[src/rtl/alu_sequencer_pkg.sv]
// Instruction-set types shared by the ALU sequencer and the ALU.
// Operation encodings, flag bundle, sequencer states and decode helpers.
package InstructionSetPkg;

  localparam int DataWidth      = 16;
  localparam int ImmediateWidth = 8;
  localparam int RegIdxWidth    = 5;
  localparam int CountWidth     = 4;

  typedef enum logic [3:0] {
    MOVE = 4'd0,
    ADD  = 4'd1,
    SUB  = 4'd2,
    AND  = 4'd3,
    OR   = 4'd4,
    XOR  = 4'd5,
    NOR  = 4'd6,
    SHL  = 4'd7,
    SHR  = 4'd8,
    MUL  = 4'd9,
    MUH  = 4'd10,
    DIV  = 4'd11,
    MOD  = 4'd12
  } eOperation;

  typedef struct packed {
    logic Zero;
    logic Negative;
    logic Carry;
    logic Overflow;
  } sFlags;

  typedef enum logic [1:0] {
    IDLE = 2'd0,
    EXEC = 2'd1,
    HOLD = 2'd2
  } eSeqState;

  function automatic logic IsMultiCycle(
    input eOperation op
  );
    return op inside {MUL, MUH, DIV, MOD};
  endfunction

  function automatic logic IsDefinedOp(
    input eOperation op
  );
    return 4'(op) <= 4'(MOD);
  endfunction

  function automatic logic IsDivByZero(
    input eOperation            op,
    input logic [DataWidth-1:0] src
  );
    return (op inside {DIV, MOD})
      && (src == '0);
  endfunction

endpackage

[src/rtl/alu_sequencer.sv]
// Sequences one request at a time through an external ALU and
// holds the result for write-back; owns the architectural flags.
module alu_sequencer
  import InstructionSetPkg::*;
#(
  parameter int unsigned MultiCycleLatency = 4
) (
  input  logic                      Clock,
  input  logic                      nReset,
  input  logic                      ReqValid,
  output logic                      ReqReady,
  input  eOperation                 ReqOp,
  input  logic [ImmediateWidth-1:0] ReqImm,
  input  logic [DataWidth-1:0]      ReqSrc,
  input  logic [DataWidth-1:0]      ReqDest,
  input  logic [RegIdxWidth-1:0]    ReqDestIdx,
  output eOperation                 AluOperation,
  output sFlags                     AluInFlags,
  output logic [ImmediateWidth-1:0] AluImm,
  output logic [DataWidth-1:0]      AluSrc,
  output logic [DataWidth-1:0]      AluDest,
  input  logic [DataWidth-1:0]      AluOutDest,
  input  sFlags                     AluOutFlags,
  output logic                      RspValid,
  input  logic                      RspReady,
  output logic [DataWidth-1:0]      RspData,
  output logic [RegIdxWidth-1:0]    RspDestIdx,
  output sFlags                     Flags,
  output logic                      Busy,
  output logic                      DivErr,
  input  logic                      Flush
);

  localparam logic [CountWidth-1:0] Latency =
    CountWidth'(MultiCycleLatency);

  eSeqState                  state;
  logic [CountWidth-1:0]     count;
  eOperation                 lat_op;
  logic [ImmediateWidth-1:0] lat_imm;
  logic [DataWidth-1:0]      lat_src;
  logic [DataWidth-1:0]      lat_dest;
  logic [RegIdxWidth-1:0]    lat_idx;

  logic accept;
  logic req_div_zero;
  logic lat_div_zero;
  logic lat_defined;

  assign accept       = ReqReady && ReqValid;
  assign req_div_zero = IsDivByZero(ReqOp, ReqSrc);
  assign lat_div_zero = IsDivByZero(lat_op, lat_src);
  assign lat_defined  = IsDefinedOp(lat_op);

  assign AluOperation = lat_op;
  assign AluImm       = lat_imm;
  assign AluSrc       = lat_src;
  assign AluDest      = lat_dest;
  assign AluInFlags   = Flags;

  always_ff @(posedge Clock or negedge nReset) begin
    if (!nReset) begin
      state      <= IDLE;
      count      <= '0;
      lat_op     <= MOVE;
      lat_imm    <= '0;
      lat_src    <= '0;
      lat_dest   <= '0;
      lat_idx    <= '0;
      Flags      <= '0;
      RspData    <= '0;
      RspDestIdx <= '0;
      RspValid   <= 1'b0;
      ReqReady   <= 1'b0;
      Busy       <= 1'b0;
      DivErr     <= 1'b0;
    end else if (Flush) begin
      state    <= IDLE;
      count    <= '0;
      RspValid <= 1'b0;
      ReqReady <= 1'b1;
      Busy     <= 1'b0;
      DivErr   <= 1'b0;
    end else begin
      DivErr <= 1'b0;
      unique case (state)
        IDLE: begin
          if (accept) begin
            lat_op   <= ReqOp;
            lat_imm  <= ReqImm;
            lat_src  <= ReqSrc;
            lat_dest <= ReqDest;
            lat_idx  <= ReqDestIdx;
            // a zero divisor skips the long countdown
            count    <= (IsMultiCycle(ReqOp) && !req_div_zero)
                        ? Latency : CountWidth'(1);
            DivErr   <= req_div_zero;
            state    <= EXEC;
            ReqReady <= 1'b0;
            Busy     <= 1'b1;
          end else begin
            ReqReady <= 1'b1;
          end
        end
        EXEC: begin
          if (count == CountWidth'(1)) begin
            unique case (1'b1)
              lat_div_zero: begin
                RspData <= '0;
              end
              !lat_defined: begin
                RspData <= '0;
                Flags   <= AluOutFlags;
              end
              default: begin
                RspData <= AluOutDest;
                Flags   <= AluOutFlags;
              end
            endcase
            RspDestIdx <= lat_idx;
            RspValid   <= 1'b1;
            state      <= HOLD;
          end else begin
            count <= count - CountWidth'(1);
          end
        end
        HOLD: begin
          if (RspReady) begin
            RspValid <= 1'b0;
            ReqReady <= 1'b1;
            Busy     <= 1'b0;
            state    <= IDLE;
          end
        end
        default: begin
          state    <= IDLE;
          RspValid <= 1'b0;
          ReqReady <= 1'b0;
          Busy     <= 1'b0;
        end
      endcase
    end
  end

endmodule

[config.mk]
export PLATFORM = sky130hd
export DESIGN_NAME = alu_sequencer
export DESIGN_NICKNAME = d
export VERILOG_FILES = /design/src/rtl/alu_sequencer_pkg.sv /design/src/rtl/alu_sequencer.sv
export SDC_FILE = /design/constraint.sdc
export NUM_CORES = 1
export LEC_CHECK = 0
export ABC_AREA = 1
export ABC_CLOCK_PERIOD_IN_PS = 3050
export BUFFER_PORTS_ARGS = -buffer_cell sky130_fd_sc_hd__buf_2
export CAP_MARGIN = 20
export CELL_PAD_IN_SITES_DETAIL_PLACEMENT = 1
export CELL_PAD_IN_SITES_GLOBAL_PLACEMENT = 1
export CORE_MARGIN = 2
export CORE_UTILIZATION = 30
export DETAILED_ROUTE_END_ITERATION = 8
export GPL_TIMING_DRIVEN = 0
export PLACE_DENSITY_LB_ADDON = 0.05
export SYNTH_ARGS = -nofsm -noshare
export SYNTH_HDL_FRONTEND = slang
export SYNTH_SLANG_ARGS = --single-unit
[constraint.sdc]
create_clock -name Clock -period 3.05 [get_ports Clock]
set_input_delay 0.61 -clock Clock [delete_from_list [all_inputs] [get_ports Clock]]
set_output_delay 0.61 -clock Clock [all_outputs]
set_load 0.02 [all_outputs]
==> results.toml <==
[floorplanning]
rows = 40
die_height_um = 114.4
die_w_um = 114.4
dieArea_um2 = 13080
num_io_pins = 151
coreArea_um2 = 11960
initial_core_util = 0.3055

[sta]
rsz0062_at_grt = "no"
worst_pin_slew_ns = 0.5235
slew_headroom = 0.6510
hold_viol_final = 0
layout_setup_ws_ns = 1.313
slew_violations = 0
timing.fmax_mhz = 575.7
fin_skew_ns = 0.006404
timing.hold.ws_ns = 0.2410
setup_tns_ns = 0
fin_crit_sh = 0.5695
period_minus_slack_ns = 1.737
setup_viol_count_final = 0

[global_route]
grt_overflow = 0
antenna_found_initial = 0
grt_pass1_wl_mm = 17.55
track_usage = 0.1717
grt_pass1_vias = 3499
grt_max_degree = 50

[cts]
clock_sinks = 84
root_buffer = "clkbuf_16"
clk_latency_ns = 0.34
h-tree-depth = 3
cts_tree = "yes"
path_clk_slew_ns = 0.06
numCtsBuffers = 9
post_cts_resize_count = 0
post_cts_buffers = 0
cts.path.max_buffers = 2
ctsHoldBuffers = 0

[placed_design]
dp.cells = 730
dpl_cell_area_um2 = 4619
place_congestion = 0.7454
io_buffers = 150
dp_slack_ns = 1.068
dp_hpwl_mm = 8.030

[power]
total_power_mw = 4.689
ir_drop_mv = 0.3490
power.density_nw_per_um2 = 960.1
leakagePower_nw = 2.755

[cells_and_area]
final_area_um2 = 4883
final_cells = 746
diodes = 0
layout-drive-gt1-share = 0.3239
fin_util = 0.4083
fillers = 1494
syn_to_final_growth_pct = 33.62
fin_nets = 670

[critical_path]
endpoint_kind = "register"
cp_slowest_cell = "buf_1"
startpoint_type = "register"
crit_top_cell = "nand2_1"
crit_fanout = 10
max_stage_delay_ns = 0.40
path_class = "reg -> reg"
critPathTopFamily = "buffers and inverters"
cp.required_ns = 3.32
cp_num_buf_inv = 3
arrival_ns = 2.01
cp_cell_sequence = "inv_1 > nand2_1 > nor2_1 > buf_2 > buf_1 > nand3_1 > nand2_1"

[detailed_routing]
first_iter_violations = 134
ant_nets = 0
vias = 3443
drcViolationCount = 0
drtPass1Iterations = 4
wl_per_cell_um = 14.42
viasPerCell = 4.615
drt_wl_total_mm = 10.76

[synth]
netlist.area_leader.share = 0.5751
ys_top_cells_by_area = "dfrtp_1 58%, nand2_1 17%, nand3_1 7.1%, o21ai_0 3.8%, nor2_1 3.2%"
syn_nets = 508
avgSynthCellArea_um2 = 8.460
synthCells = 432
synth-seq-cells = 84
synth_area_leader_cell = "dfrtp_1"
syn_area_um2 = 3655
yosys_warnings = 0
synth_cell_types = 25
ys_seq_area_frac = 0.5751

[job]
maxCapViolations = 0

[hold_path]
hold_path_class = "in -> async"

[outcome]
outcome = "finished, final reports clean"
==> registers in the layout, summed over array words and instances (netlist names) <==
| signal | count |
|---|---|
| AluSrc | 16 |
| AluDest | 16 |
| lat_idx | 5 |
| ReqReady | 1 |
| Busy | 1 |
| AluInFlags | 4 |
| count | 4 |
| RspData | 16 |
| state | 2 |
| RspDestIdx | 5 |
| RspValid | 1 |
| AluImm | 8 |
| DivErr | 1 |
| AluOperation | 4 |
==> cells in the mapped netlist (all sizes together) <==
library cell / n
a211oi: 1
nor2: 32
o21ai: 32
nand2: 171
or2: 2
ha: 2
buf: 22
clkbuf: 2
a21oi: 3
nand4: 3
nor3b: 1
dfrtp: 84
a31oi: 1
nor3: 3
nand3: 52
inv: 21
==> routing by layer <==
layer | wire length, µm | up-vias | share of wire | GRT usage
met2 | 5011 | 98 | 0.47 | 0.2786
met5 | 0 | - | 0 | 0
met3 | 549 | 16 | 0.051 | 0.03494
met4 | 225 | 0 | 0.021 | 0.07236
met1 | 4968 | 1634 | 0.46 | 0.2238
li1 | - | 1695 | - | -
==> final cells by class <==
| cell class | count | area, µm² | share of cell area |
|---|---|---|---|
| Buffer | 24 | 150.1 | 0.03075 |
| Inverter | 21 | 78.83 | 0.01614 |
| Tap cell | 147 | 183.9 | 0.03766 |
| Clock inverter | 2 | 10.01 | 0.002050 |
| Clock buffer | 14 | 254.0 | 0.05201 |
| Sequential cell | 84 | 2102 | 0.4304 |
| Multi-Input combinational cell | 303 | 1324 | 0.2711 |
| Timing Repair Buffer | 151 | 780.7 | 0.1599 |
==> worst register-to-register path, delay by kind of cell, from the launching register on <==
family                 cells  cell delay (ns)
and+or+nand+nor            4             0.48
buffers and inverters      3             0.82
DFF                        1             0.39
==> power breakdown <==
part	internal, mW	switching [mW]	total (mW)
Clock	0.572	0.418	0.990
Combinational	0.644	1.23	1.87
Sequential	1.55	0.271	1.82
==> path summary, 6_finish.rpt <==
path	startpoint	end	slack [ns]	cells past startpoint
max	state[1]	AluSrc[11]	1.31	7
min	nReset	count[1]	0.24	1
max reg2reg	state[1]	AluSrc[11]	1.31	7
min reg2reg	AluDest[4]	AluDest[4]	0.46	2
max in group asynchronous	nReset	AluDest[1]	2.20	2
min in group Clock	AluDest[4]	AluDest[4]	0.46	2
==> cell families after synthesis <==
group	share of synthesized area
buffers and inverters	0.06265
and+or+nand+nor	0.3026
adders and majority gates	0.006846
AOI/OAI and AO/OA	0.05272
DFF	0.5751
==> layout by cell type, fill, tap and decap left out, types with 3 or more instances in the layout <==
| cell | synthesis | routed |
|---|---|---|
| nand2_1 | 168 | 168 |
| buf_2 | 9 | 158 |
| dfrtp_1 | 84 | 84 |
| nand3_1 | 52 | 52 |
| nor2_1 | 31 | 31 |
| o21ai_0 | 28 | 28 |
| inv_1 | 18 | 18 |
| clkbuf_16 | 0 | 9 |
| clkbuf_1 | 2 | 6 |
| buf_4 | 5 | 6 |
| buf_6 | 4 | 4 |
| buf_1 | 4 | 4 |
| nand2_2 | 3 | 3 |
| inv_2 | 3 | 3 |
| nand4_1 | 3 | 3 |
| a21oi_1 | 3 | 3 |
| o21ai_1 | 3 | 3 |
Note: power is estimated with default switching activity, not from simulation.
